`config.mk`:
```
export PLATFORM = sky130hd
export DESIGN_NAME = fetch_unit
export DESIGN_NICKNAME = d
export VERILOG_FILES = /design/src/rtl/mips_pkg.sv /design/src/rtl/next_pc_logic.sv /design/src/rtl/fetch_unit.sv
export SDC_FILE = /design/constraint.sdc
export NUM_CORES = 1
export LEC_CHECK = 0
export ABC_AREA = 1
export CAP_MARGIN = 20
export CORE_MARGIN = 2
export CORE_UTILIZATION = 44
export DETAILED_ROUTE_END_ITERATION = 12
export PLACE_DENSITY = 0.85
export SLEW_MARGIN = 20
export SYNTH_ARGS = -nofsm -noshare
export SYNTH_HDL_FRONTEND = slang
export SYNTH_SLANG_ARGS = --single-unit
```
`constraint.sdc`:
```
create_clock -name CLK -period 2.5 [get_ports CLK]
set_input_delay 0.625 -clock CLK [delete_from_list [all_inputs] [get_ports CLK]]
set_output_delay 0.625 -clock CLK [all_outputs]
set_load 0.03 [all_outputs]
```
`src/rtl/mips_pkg.sv`:
```
// Shared definitions for the single-cycle MIPS core: opcode constants,
// fetch FSM state encoding and the default reset vector.
package mips_pkg;

    // Primary opcodes (Instr[31:26]) recognised by main_decoder
    localparam logic [5:0] OP_RTYPE = 6'h00;
    localparam logic [5:0] OP_LW    = 6'h23;
    localparam logic [5:0] OP_SW    = 6'h2B;
    localparam logic [5:0] OP_ADDI  = 6'h08;
    localparam logic [5:0] OP_BEQ   = 6'h04;
    localparam logic [5:0] OP_J     = 6'h02;

    // Word-aligned PC value loaded on reset
    localparam logic [31:0] DEFAULT_RESET_VECTOR = 32'h0000_0000;

    // One-hot fetch FSM encoding
    typedef enum logic [1:0] {
        ST_FETCH = 2'b01,
        ST_ISSUE = 2'b10
    } fetch_state_t;

endpackage

```
`src/rtl/next_pc_logic.sv`:
```
// Combinational next-PC computation: sequential, beq target or jump target.
// Jump takes priority over a taken branch.
module next_pc_logic (
    input  logic [31:0] i_pc,
    input  logic [25:0] i_instr_idx,
    input  logic        i_pcsrc,
    input  logic        i_jmp,
    output logic [31:0] o_pc_plus4,
    output logic [31:0] o_next_pc
);

    logic [31:0] w_pc_plus4;
    logic [31:0] w_branch_off;
    logic [31:0] w_branch_target;
    logic [31:0] w_jump_target;

    // Sequential address and both redirect candidates; all adds wrap mod 2^32
    assign w_pc_plus4      = i_pc + 32'd4;
    assign w_branch_off    = {{14{i_instr_idx[15]}}, i_instr_idx[15:0], 2'b00};
    assign w_branch_target = w_pc_plus4 + w_branch_off;
    assign w_jump_target   = {w_pc_plus4[31:28], i_instr_idx, 2'b00};

    // Priority select: jump, then taken branch, then fall-through
    always_comb begin
        o_next_pc = w_pc_plus4;
        if (i_jmp) begin
            o_next_pc = w_jump_target;
        end else if (i_pcsrc) begin
            o_next_pc = w_branch_target;
        end
    end

    assign o_pc_plus4 = w_pc_plus4;

endmodule

```
`src/rtl/fetch_unit.sv`:
```
// Instruction fetch stage: owns the PC, fetches one word per instruction over
// a req/ready handshake and holds it until the datapath commits.
// Optional macro FETCH_PERF_EN adds RetiredCount / WaitCycles counters.
module fetch_unit
    import mips_pkg::*;
#(
    parameter logic [31:0] RESET_VECTOR = DEFAULT_RESET_VECTOR,
    parameter int          CNT_WIDTH    = 32
) (
    input  logic                 CLK,
    input  logic                 RST,
    output logic                 IMemReq,
    output logic [31:0]          IMemAddr,
    input  logic                 IMemReady,
    input  logic [31:0]          IMemRData,
    output logic [31:0]          Instr,
    output logic                 InstrValid,
    output logic [31:0]          PC,
    output logic [31:0]          PCPlus4,
    input  logic                 PCSrc,
    input  logic                 Jmp,
    input  logic                 Commit
`ifdef FETCH_PERF_EN
    ,
    output logic [CNT_WIDTH-1:0] RetiredCount,
    output logic [CNT_WIDTH-1:0] WaitCycles
`endif
);

    fetch_state_t r_state;
    logic [31:0]  r_pc;
    logic [31:0]  r_instr;
    logic         r_instr_valid;
    logic [31:0]  w_next_pc;
    logic [31:0]  w_pc_plus4;

    next_pc_logic u_next_pc (
        .i_pc        (r_pc),
        .i_instr_idx (r_instr[25:0]),
        .i_pcsrc     (PCSrc),
        .i_jmp       (Jmp),
        .o_pc_plus4  (w_pc_plus4),
        .o_next_pc   (w_next_pc)
    );

    // FSM: fetch until memory accepts, then hold the word until Commit advances the PC
    always_ff @(posedge CLK) begin
        if (RST) begin
            r_state       <= ST_FETCH;
            r_pc          <= RESET_VECTOR;
            r_instr       <= 32'h0;
            r_instr_valid <= 1'b0;
        end else begin
            case (r_state)
                ST_FETCH: begin
                    if (IMemReady) begin
                        r_instr       <= IMemRData;
                        r_instr_valid <= 1'b1;
                        r_state       <= ST_ISSUE;
                    end
                end
                ST_ISSUE: begin
                    if (Commit) begin
                        r_pc          <= w_next_pc;
                        r_instr_valid <= 1'b0;
                        r_state       <= ST_FETCH;
                    end
                end
                default: begin
                    r_state       <= ST_FETCH;
                    r_instr_valid <= 1'b0;
                end
            endcase
        end
    end

`ifdef FETCH_PERF_EN
    localparam logic [CNT_WIDTH-1:0] CNT_ONE = {{(CNT_WIDTH-1){1'b0}}, 1'b1};

    logic [CNT_WIDTH-1:0] r_retired_count;
    logic [CNT_WIDTH-1:0] r_wait_cycles;

    // Free-running wrap-around counters of accepted commits and stalled fetch cycles
    always_ff @(posedge CLK) begin
        if (RST) begin
            r_retired_count <= '0;
            r_wait_cycles   <= '0;
        end else begin
            if (r_state == ST_ISSUE && Commit) begin
                r_retired_count <= r_retired_count + CNT_ONE;
            end
            if (r_state == ST_FETCH && !IMemReady) begin
                r_wait_cycles <= r_wait_cycles + CNT_ONE;
            end
        end
    end

    assign RetiredCount = r_retired_count;
    assign WaitCycles   = r_wait_cycles;
`else
    // Counter width only matters when the counters are built
    logic w_unused_cnt_width;
    assign w_unused_cnt_width = (CNT_WIDTH > 0);
`endif

    // Request is a pure decode of state; address always tracks the PC
    assign IMemReq    = (r_state == ST_FETCH);
    assign IMemAddr   = r_pc;
    assign PC         = r_pc;
    assign PCPlus4    = w_pc_plus4;
    assign Instr      = r_instr;
    assign InstrValid = r_instr_valid;

endmodule

```
* Word level (Yosys, flattened, before mapping)
Index checks and enable logic that the tools add are counted.
** Word-level totals
- Flip-flop bits (word level) :: 67
- Output and inout port bits :: 130
- Logic and storage cells :: 21
- Input port bits :: 38
** Cells by class
- Add/sub/neg operators :: 2
- Multiplexer cells :: 8
- Equality and inequality tests :: 4
- Reductions and logical operators :: 3
** Operators by type and width (count)
- two-way mux 32 bit :: 2
- adder 32 x 3 -> 32 bit (second input constant) :: 1
- adder 32 bit :: 1
- AND reduction 2 bit :: 3
- two-way mux 2 bit :: 2
- case mux 2 bit (2 select lines) :: 1
- == test 2 x 1 -> 1 bit (second input constant) :: 1
- == test 2 bit (second input constant) :: 1
- two-way mux 1 bit :: 2
- != test 2 x 1 -> 1 bit (second input constant) :: 1
- != test 2 bit (second input constant) :: 1
- case mux 1 bit (2 select lines) :: 1

* Longest topological paths before layout
Gate-level depths: netlist (run 1).
- Depth after elaboration :: 4
- Depth in mapped cells :: 22
- Gate-level depth less buffers :: 22

* By module
Synthesis (run 1) repeated with hierarchy kept, for this count alone.
** Unflattened totals
- Cell total of the unflattened synthesis :: 1168
- Area, all modules :: 6522.5 µm²
** By module, submodules not included
- next_pc_logic :: area each 3563.4 µm², times used 1, cells an instance 720, sequential area each 0.0 µm²
- fetch_unit :: area each 2959.1 µm², times used 1, cells an instance 448, sequential area each 1321.3 µm²

* Worst setup path after synthesis (run 1)
Ideal clock, no wire load.
- Kind :: flip-flop to flip-flop
- From :: register r_pc[2] (netlist: IMemAddr[2])
- To :: register r_pc[12] (netlist: IMemAddr[12])
- Path slack :: -0.853 ns
- Library setup time :: 0.132 ns
- Data arrival time :: 3.221 ns
- Stages on the path, launching flop included :: 16
- Buffers on the path :: 0
- Data required time :: 2.368 ns
- Clock period less this slack :: 3.353 ns
- Cell sequence :: dfxtp_1 -> inv_1 -> nor2_4 -> nand2_4 -> nor2_4 -> xor2_1 -> ha_1 -> nand2_1 -> inv_1 -> a21oi_1 -> nand3_1 -> or2_2 -> nand3_1 -> nand3_1 -> nand2_1 -> a21oi_1
** Between the ends
- Word-level cells in the longest chain between the ends :: 4
** Ends and longest elaborated chain
- start: declaration :: line fetch_unit.sv:31 : logic [31:0] r_pc;
- start signal: assignment :: line fetch_unit.sv:64 : r_pc <= w_next_pc;
- adder 32 x 3 -> 32 bit :: line next_pc_logic.sv:18 : assign w_pc_plus4 = i_pc + 32'd4;
- named net PCPlus4[2] :: line fetch_unit.sv:19 : output logic [31:0] PCPlus4,
- adder 32 bit :: line next_pc_logic.sv:20 : assign w_branch_target = w_pc_plus4 + w_branch_off;
- two-way mux 32 bit :: line next_pc_logic.sv:28 : end else if (i_pcsrc) begin
- two-way mux 32 bit :: line next_pc_logic.sv:26 : if (i_jmp) begin
The timed path passes the listed nets, and every way through them passes these cells.
A chain may end at the register's enable or synchronous reset.

* Worst setup path after layout (run 1)
- From :: register r_pc[2] (netlist: IMemAddr[2])
- To :: register r_pc[28] (netlist: IMemAddr[28])
** Between the ends
- Word-level cells in the longest chain between the ends :: 4
** Ends and longest elaborated chain (line)
- adder 32 x 3 -> 32 bit (*) :: next_pc_logic.sv:18
- adder 32 bit :: next_pc_logic.sv:20
- two-way mux 32 bit :: next_pc_logic.sv:28
- two-way mux 32 bit (*) :: next_pc_logic.sv:26
Every way passes the cells marked *; elsewhere a longest branch is shown, timed or not.

==> reports/metrics.yaml, run 1 <==
setup_path:
  setup.worst_path.class: "register to register"
  cp-end-kind: "register"
  worst_path_largest_cell_delay_ns: 0.37
  critical_path.most_common_cell: "sky130_fd_sc_hd__nand2_1"
  depth_of_the_critical_timing_path_with_buffers_and_inverters_included: 21
  signal_arrival_time_at_the_worst_endpoint_ns: 3.37
  timing.critical_path.buf_inv: 3
  cpMaxStageDelayCell: "sky130_fd_sc_hd__dfxtp_4"
  crit_path_cell_trace: "ha_4, nand2_4, nor2_4, nand3_2, buf_6, nor2_4, nand2_1, nand2_1, nand2_1, inv_2, ha_4, nand2_4, buf_6, nor2_2, nor2_1, nand2_1, a21oi_2, nand3_1, nand3_2, nand3_2, a21oi_2"
  depth_of_the_worst_register_to_register_path: 21
  worst-path-max-fanout: 5
  crit_required_ns: 2.78
  worst_setup_start_kind: "register"
  cp_top_family: "simple AND/OR/NAND/NOR gates"
clock_tree:
  worst_skew_pair.late_latency_ns: 0.36
  clockRootBuffer: "sky130_fd_sc_hd__clkbuf_16"
  cts_tree: "built"
  cts_inserted_buffers: 9
  holdBufCountCts: 0
  h-tree-depth: 3
  cts_sinks: 64
  clockBufferDepth: 2
  clk_transition_reported_paths_ns: 0.06
yosys:
  synthDistinctLibCells: 41
  netlist_instances: 975
  top_area_cell_type_share_of_the_netlist_area: 0.218
  synthesis.area_per_instance_um2: 6.02
  ys_seq_elements: 64
  synth_top_cell_by_area: "sky130_fd_sc_hd__dfxtp_1"
  synth.yosys.warnings: 0
  syn_area_mm2: 0.00587
  synth.top_cells.by_area: "sky130_fd_sc_hd__dfxtp_1 (22%), sky130_fd_sc_hd__nand2_1 (17%), sky130_fd_sc_hd__a21oi_1 (9.4%)"
  synth-seq-area-share: 0.218
layout:
  syn_to_final_growth_pct: 98.7
  finish.instance_area_mm2: 0.0117
  layout_commonest_cell: "sky130_fd_sc_hd__buf_4"
  n_antenna_cell: 0
  design.final.nets: 1418
  layoutNonFillerInstCount: 1523
  commonest_non_fill_non_tap_cells_in_the_layout: "sky130_fd_sc_hd__buf_4 (203), sky130_fd_sc_hd__nand2_1 (179), sky130_fd_sc_hd__clkdlybuf4s50_1 (132), sky130_fd_sc_hd__inv_1 (93), sky130_fd_sc_hd__a21oi_1 (79)"
  drive_gt1_frac: 0.467
global_routing:
  grt_start_max_net_pins: 36
  via_count_of_the_first_global_routing_pass: 8522
  grt_util_all_layers: 0.400
  antenna_found_initial: 0
  grt_first_pass_wirelength_um: 44400
  gr-total-overflow: 0
drt:
  drc_errors: 0
  drt_first_pass_iters: 10
  routed-via-count: 9295
  routed_via_density: 6.10
  postRouteWirelength_um: 35000
  ant_nets: 0
  drtIter0Drc: 1375
  wire_per_inst_um: 23.0
sta:
  final_hold_violations: 0
  tightestPinTransition_ns: 0.776
  max_freq_mhz: 323
  period_minus_slack_ns: 3.10
  postLayoutSetupSlackWorst_ns: -0.597
  max_slew_margin: 0.478
  timing.setup.tns_ns: -15.22
  timing.clock.skew_ns: 0.0110
  timing.final.max_slew_violations: 0
  setup_violations: 50
  share_of_the_clock_period_used_by_the_worst_path: 1.24
  rsz0062_at_grt: "true"
die:
  die_y_um: 119
  die-area_mm2: 0.0143
  io_pins: 168
  initial_utilization: 0.446
  chipWidth_um: 119
  design.core.area_mm2: 0.0131
  placement_rows: 42
place:
  gp_congestion: 0.975
  place_hpwl_um: 20500
  placement.io_buffers: 161
  placed_cell_area_mm2: 0.00943
  placed_cells: 1455
power_and_ir_drop:
  vdd_drop_max_mv: 0.351
  power_density_mw_per_mm2: 293
  total_leakage_power_nw: 5.42
outcome:
  outcome: "finished with violations"
  violations: "negative setup slack"
job:
  max_cap_violations: 0
min_path:
  hold_class: "register to register"
  hold_depth: 2
[what timing repair did]
action,4_1_cts,5_1_grt
pin swaps,97,100
gates cloned,0,0
buffers inserted,36,28
setup endpoints to repair,48,51
gates resized for setup,243,168
[worst register-to-register path, stage by stage, from the launching register on]
cell and delay [ns]:
sky130_fd_sc_hd__dfxtp_4 0.37, sky130_fd_sc_hd__ha_4 0.15, sky130_fd_sc_hd__nand2_4 0.05, sky130_fd_sc_hd__nor2_4 0.22, sky130_fd_sc_hd__nand3_2 0.16, sky130_fd_sc_hd__buf_6 0.16, sky130_fd_sc_hd__nor2_4 0.17, sky130_fd_sc_hd__nand2_1 0.11
sky130_fd_sc_hd__nand2_1 0.10, sky130_fd_sc_hd__nand2_1 0.07, sky130_fd_sc_hd__inv_2 0.10, sky130_fd_sc_hd__ha_4 0.25, sky130_fd_sc_hd__nand2_4 0.08, sky130_fd_sc_hd__buf_6 0.12, sky130_fd_sc_hd__nor2_2 0.04, sky130_fd_sc_hd__nor2_1 0.11
sky130_fd_sc_hd__nand2_1 0.11, sky130_fd_sc_hd__a21oi_2 0.15, sky130_fd_sc_hd__nand3_1 0.11, sky130_fd_sc_hd__nand3_2 0.10, sky130_fd_sc_hd__nand3_2 0.10, sky130_fd_sc_hd__a21oi_2 0.18
[sequential cells by signal, summed over array words and instances, names as in the netlist]
name and flops:
r_state 1, IMemAddr 30, Instr 32, InstrValid 1
[power by group]
group          internal [mW]  leakage (nW)  switching, mW  total, mW
logic                  0.453          4.75          0.612       1.07
registers               1.05         0.537         0.0599       1.11
clock network          0.693         0.132          0.544       1.24
[synth_stat cells (all sizes together)]
| library cell | count |
|---|---|
| nand4 | 6 |
| a22oi | 4 |
| xor2 | 16 |
| o211ai | 4 |
| inv | 124 |
| nand3 | 83 |
| ha | 36 |
| fa | 1 |
| nand2 | 275 |
| nand3b | 6 |
| xnor2 | 4 |
| nor3 | 13 |
| o221ai | 5 |
| o21bai | 6 |
| nor4 | 3 |
| a21oi | 112 |
| or2 | 3 |
| a221oi | 1 |
| dfxtp | 64 |
| nor3b | 1 |
| a21o | 2 |
| nor2 | 82 |
| o21ai | 57 |
| buf | 39 |
| clkinv | 1 |
| nand2b | 1 |
| and2 | 1 |
| clkbuf | 24 |
| conb | 1 |
[final timing paths]
path / from / endpoint / slack (ns)
worst min register to register: Instr[31] / Instr[31] / 0.47
worst min-delay path: Instr[31] / Instr[31] / 0.47
worst max-delay path: IMemAddr[2] / IMemAddr[28] / -0.60
worst max register to register: IMemAddr[2] / IMemAddr[28] / -0.60
[per-stage QoR]
step / setup WS (ns) / util / hold WS, ns / power (mW)
floorplan: -0.334 / - / 0.525 / 1.59
global placement: -0.484 / 0.718 / 0.447 / 1.98
detailed placement: -0.539 / 0.718 / 0.452 / 1.99
CTS: -0.323 / 0.826 / 0.461 / 3.24
global route: -0.665 / 0.887 / 0.503 / 3.49
finish: -0.597 / 0.887 / 0.465 / 3.42
[final cells by class]
cell class | instances | area, um2
inverter | 125 | 490
fill | 595 | 1480
tap | 176 | 220
timing repair buffer | 415 | 3890
clock buffer | 12 | 246
clock inverter | 3 | 18.8
multi-input combinational | 728 | 5440
sequential | 64 | 1350
[layer usage]
layer | part of all wire | up-vias | track usage
li1 | - | 3868 | -
met1 | 0.34 | 4255 | 0.481
met2 | 0.44 | 858 | 0.681
met3 | 0.13 | 314 | 0.0642
met4 | 0.093 | 0 | 0.213
met5 | 0 | - | 0
[logic make-up (layout without fill, tap and decap cells)]
kind of cell / after synthesis / in the layout / share of synthesized area
DFF: 64 / 64 / 0.218
buffers and inverters: 188 / 555 / 0.145
and+or+nand+nor: 474 / 474 / 0.351
xor gates and xnor gates: 20 / 20 / 0.0299
other: 1 / 6 / 0.000639
adders and majority gates: 37 / 37 / 0.0802
AOI/OAI and AO/OA: 191 / 191 / 0.176
No activity file was read; power rests on OpenSTA's default activity.
==> run 2, diff against run 1 <==
--- a/config.mk
+++ b/config.mk
@@ -8,9 +8,9 @@
 export ABC_AREA = 1
 export CAP_MARGIN = 20
 export CORE_MARGIN = 2
-export CORE_UTILIZATION = 44
+export CORE_UTILIZATION = 23
 export DETAILED_ROUTE_END_ITERATION = 12
-export PLACE_DENSITY = 0.85
+export PLACE_DENSITY = 0.53
 export SLEW_MARGIN = 20
 export SYNTH_ARGS = -nofsm -noshare
 export SYNTH_HDL_FRONTEND = slang
==> run 2 against run 1 <==
Effect of this change:
- the run still ends with negative setup slack left
- sequential power is essentially flat
- global-route usage fell by 18 points
- clock power up 8%
- design area up 6.2%
- flip-flop and latch count did not move
- maximum frequency increased by 8.3%
==> reports/metrics.yaml, run 2 (synthesis results as in run 1) <==
setup_path:
  cp-end-kind: "register"
  depth_of_the_worst_register_to_register_path: 18  # -14%
  timing.critical_path.from: "IMemAddr[3]"
  setup.reg_to_reg.worst_slack_ns: -0.36  # +0.24 ns
  setup.worst_path.end: "IMemAddr[13]"
  worst_setup_start_kind: "register"
  crit_required_ns: 2.77  # about the same
  worst-path-max-fanout: 5  # unchanged
  regToRegStartpoint: "IMemAddr[3]"
  setup.worst_path.class: "register to register"
  timing.rr.end: "IMemAddr[13]"
  signal_arrival_time_at_the_worst_endpoint_ns: 3.13  # -0.24 ns
sta:
  tightestPinTransition_ns: 0.544  # -0.231 ns
  max_freq_mhz: 350  # +8.3%
  setup_violations: 47  # -6.0%
  timing.final.max_slew_violations: 0  # unchanged
  max_slew_margin: 0.637  # +0.159
  postLayoutSetupSlackWorst_ns: -0.360  # +0.237 ns
  share_of_the_clock_period_used_by_the_worst_path: 1.14  # -0.0948
  timing.clock.skew_ns: 0.0119  # +0.000899 ns
  final_hold_violations: 0  # unchanged
  period_minus_slack_ns: 2.86  # -0.237 ns
  rsz0062_at_grt: "true"
global_routing:
  groute.layer.met3.usage: 0.0465  # -0.0177
  antenna_found_initial: 0  # unchanged
  grt_util_all_layers: 0.215  # -0.185
  grtUsageMet2: 0.367  # -0.314
  via_count_of_the_first_global_routing_pass: 7893  # -7.4%
  grt_start_max_net_pins: 36  # unchanged
  grt_util_met1: 0.270  # -0.211
  gr-total-overflow: 0  # unchanged
  grt_first_pass_wirelength_um: 43700  # -1.5%
  busiest_layer: "met2"
drt:
  routed_via_density: 4.65  # -24%
  ant_nets: 0  # unchanged
  drt_first_pass_iters: 5  # -5
  wire_per_inst_um: 17.6  # -24%
  drtIter0Drc: 312  # -77%
  routed-via-count: 7903  # -15%
  postRouteWirelength_um: 29800  # -15%
  drc_errors: 0  # unchanged
clock_tree:
  clockRootBuffer: "sky130_fd_sc_hd__clkbuf_16"
  worst_skew_pair.late_latency_ns: 0.35  # about the same
  cts_inserted_buffers: 9  # unchanged
  h-tree-depth: 3  # unchanged
  cts_sinks: 64  # unchanged
  cts_tree: "built"
  clockBufferDepth: 2  # unchanged
  clk_transition_reported_paths_ns: 0.07  # about the same
die:
  die_y_um: 164  # +37%
  chipWidth_um: 164  # +37%
  design.core.area_mm2: 0.0251  # +91%
  die-area_mm2: 0.0268  # +88%
  initial_utilization: 0.234  # -0.213
  io_pins: 168  # unchanged
  placement_rows: 58  # +38%
outcome:
  violations: "negative setup slack"
  outcome: "finished with violations"
layout:
  syn_to_final_growth_pct: 111
  n_antenna_cell: 0  # unchanged
  design.final.nets: 1438  # +1.4%
  post-route-util: 0.493  # -0.394
  finish.instance_area_mm2: 0.0124  # +6.2%
  layout_commonest_cell: "sky130_fd_sc_hd__buf_4"
  commonest_non_fill_non_tap_cells_in_the_layout: "sky130_fd_sc_hd__buf_4 (203), sky130_fd_sc_hd__nand2_1 (165), sky130_fd_sc_hd__clkdlybuf4s50_1 (132), sky130_fd_sc_hd__inv_1 (89), sky130_fd_sc_hd__a21oi_1 (76)"
  drive_gt1_frac: 0.498  # +0.0308
  largest_register_ff_count: 32  # unchanged
power_and_ir_drop:
  vdd_drop_max_mv: 0.295  # -16%
  total_leakage_power_nw: 5.60  # +3.3%
  power_density_mw_per_mm2: 282  # -3.6%
place:
  place_worst_setup_slack_ns: -0.637  # -0.0982 ns
  gp_congestion: 0.961  # -1.4%
  placement.io_buffers: 161  # unchanged
  placed_cell_area_mm2: 0.00988  # +4.8%
  place_hpwl_um: 22600  # +10%
job:
  max_cap_violations: 0  # unchanged
min_path:
  hold_class: "register to register"
-- run 2: repair_timing --
item / 4_1_cts / 5_1_grt
endpoints found under the setup margin: 46 / 52
gates resized for setup: 257 / 197
pin swaps: 118 / 110
buffers inserted: 43 / 27
hold buffers: 0 / 0
-- run 2: where the power goes --
part	internal, mW	total, mW	switching [mW]
logic	0.462	1.04	0.580
registers	1.06	1.11	0.0535
clock network	0.777	1.34	0.568
total	2.30	3.50	1.20
-- run 2: through the flow --
step	std cells	total power, mW	TNS (ns)	hold WS, ns
3_5_place_dp	1627	2.01	-8.98	0.453
3_3_place_gp	1627	2.01	-8.72	0.450
5_1_grt	1698	3.64	-14.20	0.488
6_report	1698	3.50	-8.36	0.465
4_1_cts	1676	3.45	-7.60	0.466
2_1_floorplan	980	1.59	-5.04	0.525
-- run 2: worst min path at each step --
stage               slack [ns]  depth (start not counted)         end       start
finish                    0.46                          2   Instr[30]   Instr[30]
global route              0.49                          2   Instr[27]   Instr[27]
CTS                       0.47                          2   Instr[30]   Instr[30]
detailed placement        0.45                          2   Instr[27]   Instr[27]
global placement          0.45                          2   Instr[30]   Instr[30]
floorplan                 0.53                          4  r_state[0]  r_state[0]
-- run 2: per-layer routing --
metal	vias up	routed length (um)
met5	-	0
met4	0	910
li1	3901	-
met3	52	1470
met2	222	14300
met1	3728	13200
-- run 2: final cells by class --
type                       instances  area [um2]
multi-input combinational        728        5610
fill                            2413       12700
clock buffer                      10         229
inverter                         125         495
clock inverter                     6        68.8
timing repair buffer             435        4230
sequential                        64        1340
tap                              330         413
-- run 2: critical path, stage by stage, from the launching register on --
cell and delay (ns):
sky130_fd_sc_hd__dfxtp_4 0.36, sky130_fd_sc_hd__ha_4 0.13, sky130_fd_sc_hd__nand2_2 0.06, sky130_fd_sc_hd__nor2_4 0.21, sky130_fd_sc_hd__nand2_4 0.10, sky130_fd_sc_hd__nor2_4 0.12
sky130_fd_sc_hd__buf_6 0.13, sky130_fd_sc_hd__xor2_4 0.20, sky130_fd_sc_hd__ha_4 0.25, sky130_fd_sc_hd__nand2_2 0.07, sky130_fd_sc_hd__nand2_2 0.07, sky130_fd_sc_hd__o21bai_4 0.18
sky130_fd_sc_hd__nand3b_1 0.19, sky130_fd_sc_hd__buf_4 0.16, sky130_fd_sc_hd__nor2_2 0.08, sky130_fd_sc_hd__nor2_1 0.05, sky130_fd_sc_hd__nand2_1 0.09, sky130_fd_sc_hd__o211ai_1 0.13
sky130_fd_sc_hd__a21oi_2 0.19
==> run 3, diff against run 2 <==
--- a/config.mk
+++ b/config.mk
@@ -7,10 +7,12 @@
 export LEC_CHECK = 0
 export ABC_AREA = 1
 export CAP_MARGIN = 20
+export CELL_PAD_IN_SITES_DETAIL_PLACEMENT = 1
+export CELL_PAD_IN_SITES_GLOBAL_PLACEMENT = 1
 export CORE_MARGIN = 2
 export CORE_UTILIZATION = 23
 export DETAILED_ROUTE_END_ITERATION = 12
-export PLACE_DENSITY = 0.53
+export PLACE_DENSITY = 0.7
 export SLEW_MARGIN = 20
 export SYNTH_ARGS = -nofsm -noshare
 export SYNTH_HDL_FRONTEND = slang
==> run 3 against run 2 <==
Effect of this change:
- the flow still finishes with violations (negative setup slack)
- combinational power rose by 7%
- sequential share of layout area is 0.19 points lower
- worst hold slack got worse by 0.00056 ns
- critical path type unchanged
- highest routed layer unchanged
==> reports/metrics.yaml, run 3 (synthesis results as in run 1) <==
sta:
  timing.clock.skew_ns: 0.0130  # +0.00114 ns
  period_minus_slack_ns: 3.07  # +0.211 ns
  tightestPinTransition_ns: 0.765  # +0.221 ns
  timing.setup.tns_ns: -15.84  # -7.47 ns
  max_slew_margin: 0.489  # -0.147
  share_of_the_clock_period_used_by_the_worst_path: 1.23  # +0.0843
  hold_worst_slack_ns: 0.464  # -0.000561 ns
  postLayoutSetupSlackWorst_ns: -0.571  # -0.211 ns
  setup_violations: 50  # +6.4%
  max_freq_mhz: 326  # -6.9%
  timing.final.max_slew_violations: 0  # unchanged
  final_hold_violations: 0  # unchanged
  rsz0062_at_grt: "true"
drt:
  drc_errors: 0  # unchanged
  drtIter0Drc: 432  # +38%
  routed-via-count: 8637  # +9.3%
  drt_first_pass_iters: 5  # unchanged
  routed_via_density: 5.08  # +9.1%
  ant_nets: 0  # unchanged
  wire_per_inst_um: 22.3  # +27%
  postRouteWirelength_um: 38000  # +27%
global_routing:
  antenna_found_initial: 0  # unchanged
  grt_start_max_net_pins: 36  # unchanged
  via_count_of_the_first_global_routing_pass: 8999  # +14%
  grt_first_pass_wirelength_um: 51900  # +19%
  grt_util_all_layers: 0.255  # +0.0401
  gr-total-overflow: 0  # unchanged
setup_path:
  signal_arrival_time_at_the_worst_endpoint_ns: 3.35  # +0.22 ns
  cp-end-kind: "register"
  worst-path-max-fanout: 4  # -1
  setup.worst_path.class: "register to register"
  timing.critical_path.buf_inv: 4  # +2
  cpMaxStageDelayCell: "sky130_fd_sc_hd__dfxtp_4"
  setup.reg_to_reg.worst_slack_ns: -0.57  # -0.21 ns
  crit_required_ns: 2.78  # about the same
  crit_path_cell_trace: "buf_4, nand2_2, nor2_4, nand2_4, nor2_4, buf_6, buf_6, nand3_4, xor2_4, ha_4, nand2_4, nor2_4, nand2_1, nand2_2, inv_1, nand2_2, xor2_4, nand2_1, a21oi_1"
  worst_setup_start_kind: "register"
  worst_path_largest_cell_delay_ns: 0.37  # about the same
  cp_top_family: "simple AND/OR/NAND/NOR gates"
min_path:
  hold_class: "register to register"
die:
  placement_rows: 58  # unchanged
  die-area_mm2: 0.0268  # unchanged
  initial_utilization: 0.234  # unchanged
  die_y_um: 164  # unchanged
  chipWidth_um: 164  # unchanged
  io_pins: 168  # unchanged
  design.core.area_mm2: 0.0251  # unchanged
outcome:
  outcome: "finished with violations"
  violations: "negative setup slack"
layout:
  drive_gt1_frac: 0.503  # +0.00475
  n_antenna_cell: 0  # unchanged
  finish.instance_area_mm2: 0.0125  # +1.2%
  layoutNonFillerInstCount: 1701  # +0.18%
  largest_register_ff_count: 32  # unchanged
  syn_to_final_growth_pct: 114
  design.final.nets: 1441  # +0.21%
  layout_commonest_cell: "sky130_fd_sc_hd__buf_4"
  commonest_non_fill_non_tap_cells_in_the_layout: "sky130_fd_sc_hd__buf_4 (213), sky130_fd_sc_hd__nand2_1 (159), sky130_fd_sc_hd__clkdlybuf4s50_1 (132), sky130_fd_sc_hd__inv_1 (92), sky130_fd_sc_hd__nand2_2 (82)"
job:
  max_cap_violations: 0  # unchanged
clock_tree:
  h-tree-depth: 3  # unchanged
  clockRootBuffer: "sky130_fd_sc_hd__clkbuf_16"
  worst_skew_pair.late_latency_ns: 0.36  # about the same
  cts_inserted_buffers: 9  # unchanged
  cts_sinks: 64  # unchanged
  clockBufferDepth: 2  # unchanged
  clk_transition_reported_paths_ns: 0.06  # about the same
  cts_tree: "built"
power_and_ir_drop:
  total_leakage_power_nw: 5.61  # +0.28%
  power_density_mw_per_mm2: 303  # +7.2%
  vdd_drop_max_mv: 0.353  # +20%
place:
  placed_cells: 1614  # -0.80%
  gp_congestion: 0.929  # -3.3%
  place_worst_setup_slack_ns: -0.842  # -0.204 ns
  placement.io_buffers: 161  # unchanged
  placed_cell_area_mm2: 0.00980  # -0.86%
  place_hpwl_um: 24500  # +8.5%
==> run 3: layout make-up <==
type / instances / area [um2]
fill: 3019 / 12600
clock buffer: 9 / 225
timing repair buffer: 438 / 4230
clock inverter: 7 / 118
inverter: 125 / 500
sequential: 64 / 1330
tap: 330 / 413
multi-input combinational: 728 / 5710
==> run 3: worst paths after layout <==
| path | depth (start not counted) | startpoint | end |
|---|---|---|---|
| setup / recovery | 19 | IMemAddr[3] | IMemAddr[21] |
| hold / removal | 2 | Instr[29] | Instr[29] |
| setup reg to reg | 19 | IMemAddr[3] | IMemAddr[21] |
| hold reg to reg | 2 | Instr[29] | Instr[29] |
==> run 3: timing repair <==
item	in CTS	in global routing
hold buffers	0	0
gates cloned	0	0
pin swaps	123	106
buffers inserted	53	34
endpoints found under the setup margin	48	53
resized for setup	300	165
==> run 3: through the flow <==
step,power (mW),utilization
2_1_floorplan,1.59,-
3_3_place_gp,2.01,0.390
3_5_place_dp,2.03,0.390
4_1_cts,3.69,0.467
5_1_grt,3.91,0.499
6_report,3.79,0.499
==> run 3: routing by layer <==
layer / global-route usage / up-vias / part of all wire
met5: 0 / - / 0
met4: 0.123 / 0 / 0.065
met3: 0.0538 / 144 / 0.052
met2: 0.438 / 365 / 0.49
met1: 0.302 / 4225 / 0.39
li1: - / 3903 / -
==> run 3: worst register-to-register path: stages (launching register included) <==
cell	delay [ns]
sky130_fd_sc_hd__dfxtp_4	0.37
sky130_fd_sc_hd__buf_4	0.13
sky130_fd_sc_hd__nand2_2	0.08
sky130_fd_sc_hd__nor2_4	0.17
sky130_fd_sc_hd__nand2_4	0.09
sky130_fd_sc_hd__nor2_4	0.21
sky130_fd_sc_hd__buf_6	0.14
sky130_fd_sc_hd__buf_6	0.09
sky130_fd_sc_hd__nand3_4	0.08
sky130_fd_sc_hd__xor2_4	0.34
sky130_fd_sc_hd__ha_4	0.22
sky130_fd_sc_hd__nand2_4	0.08
sky130_fd_sc_hd__nor2_4	0.15
sky130_fd_sc_hd__nand2_1	0.11
sky130_fd_sc_hd__nand2_2	0.10
sky130_fd_sc_hd__inv_1	0.06
sky130_fd_sc_hd__nand2_2	0.10
sky130_fd_sc_hd__xor2_4	0.21
sky130_fd_sc_hd__nand2_1	0.10
sky130_fd_sc_hd__a21oi_1	0.18
==> run 3: power breakdown <==
| part | switching [mW] | internal [mW] | total [mW] |
|---|---|---|---|
| clock network | 0.590 | 0.976 | 1.57 |
| logic | 0.633 | 0.481 | 1.11 |
| registers | 0.0554 | 1.06 | 1.11 |
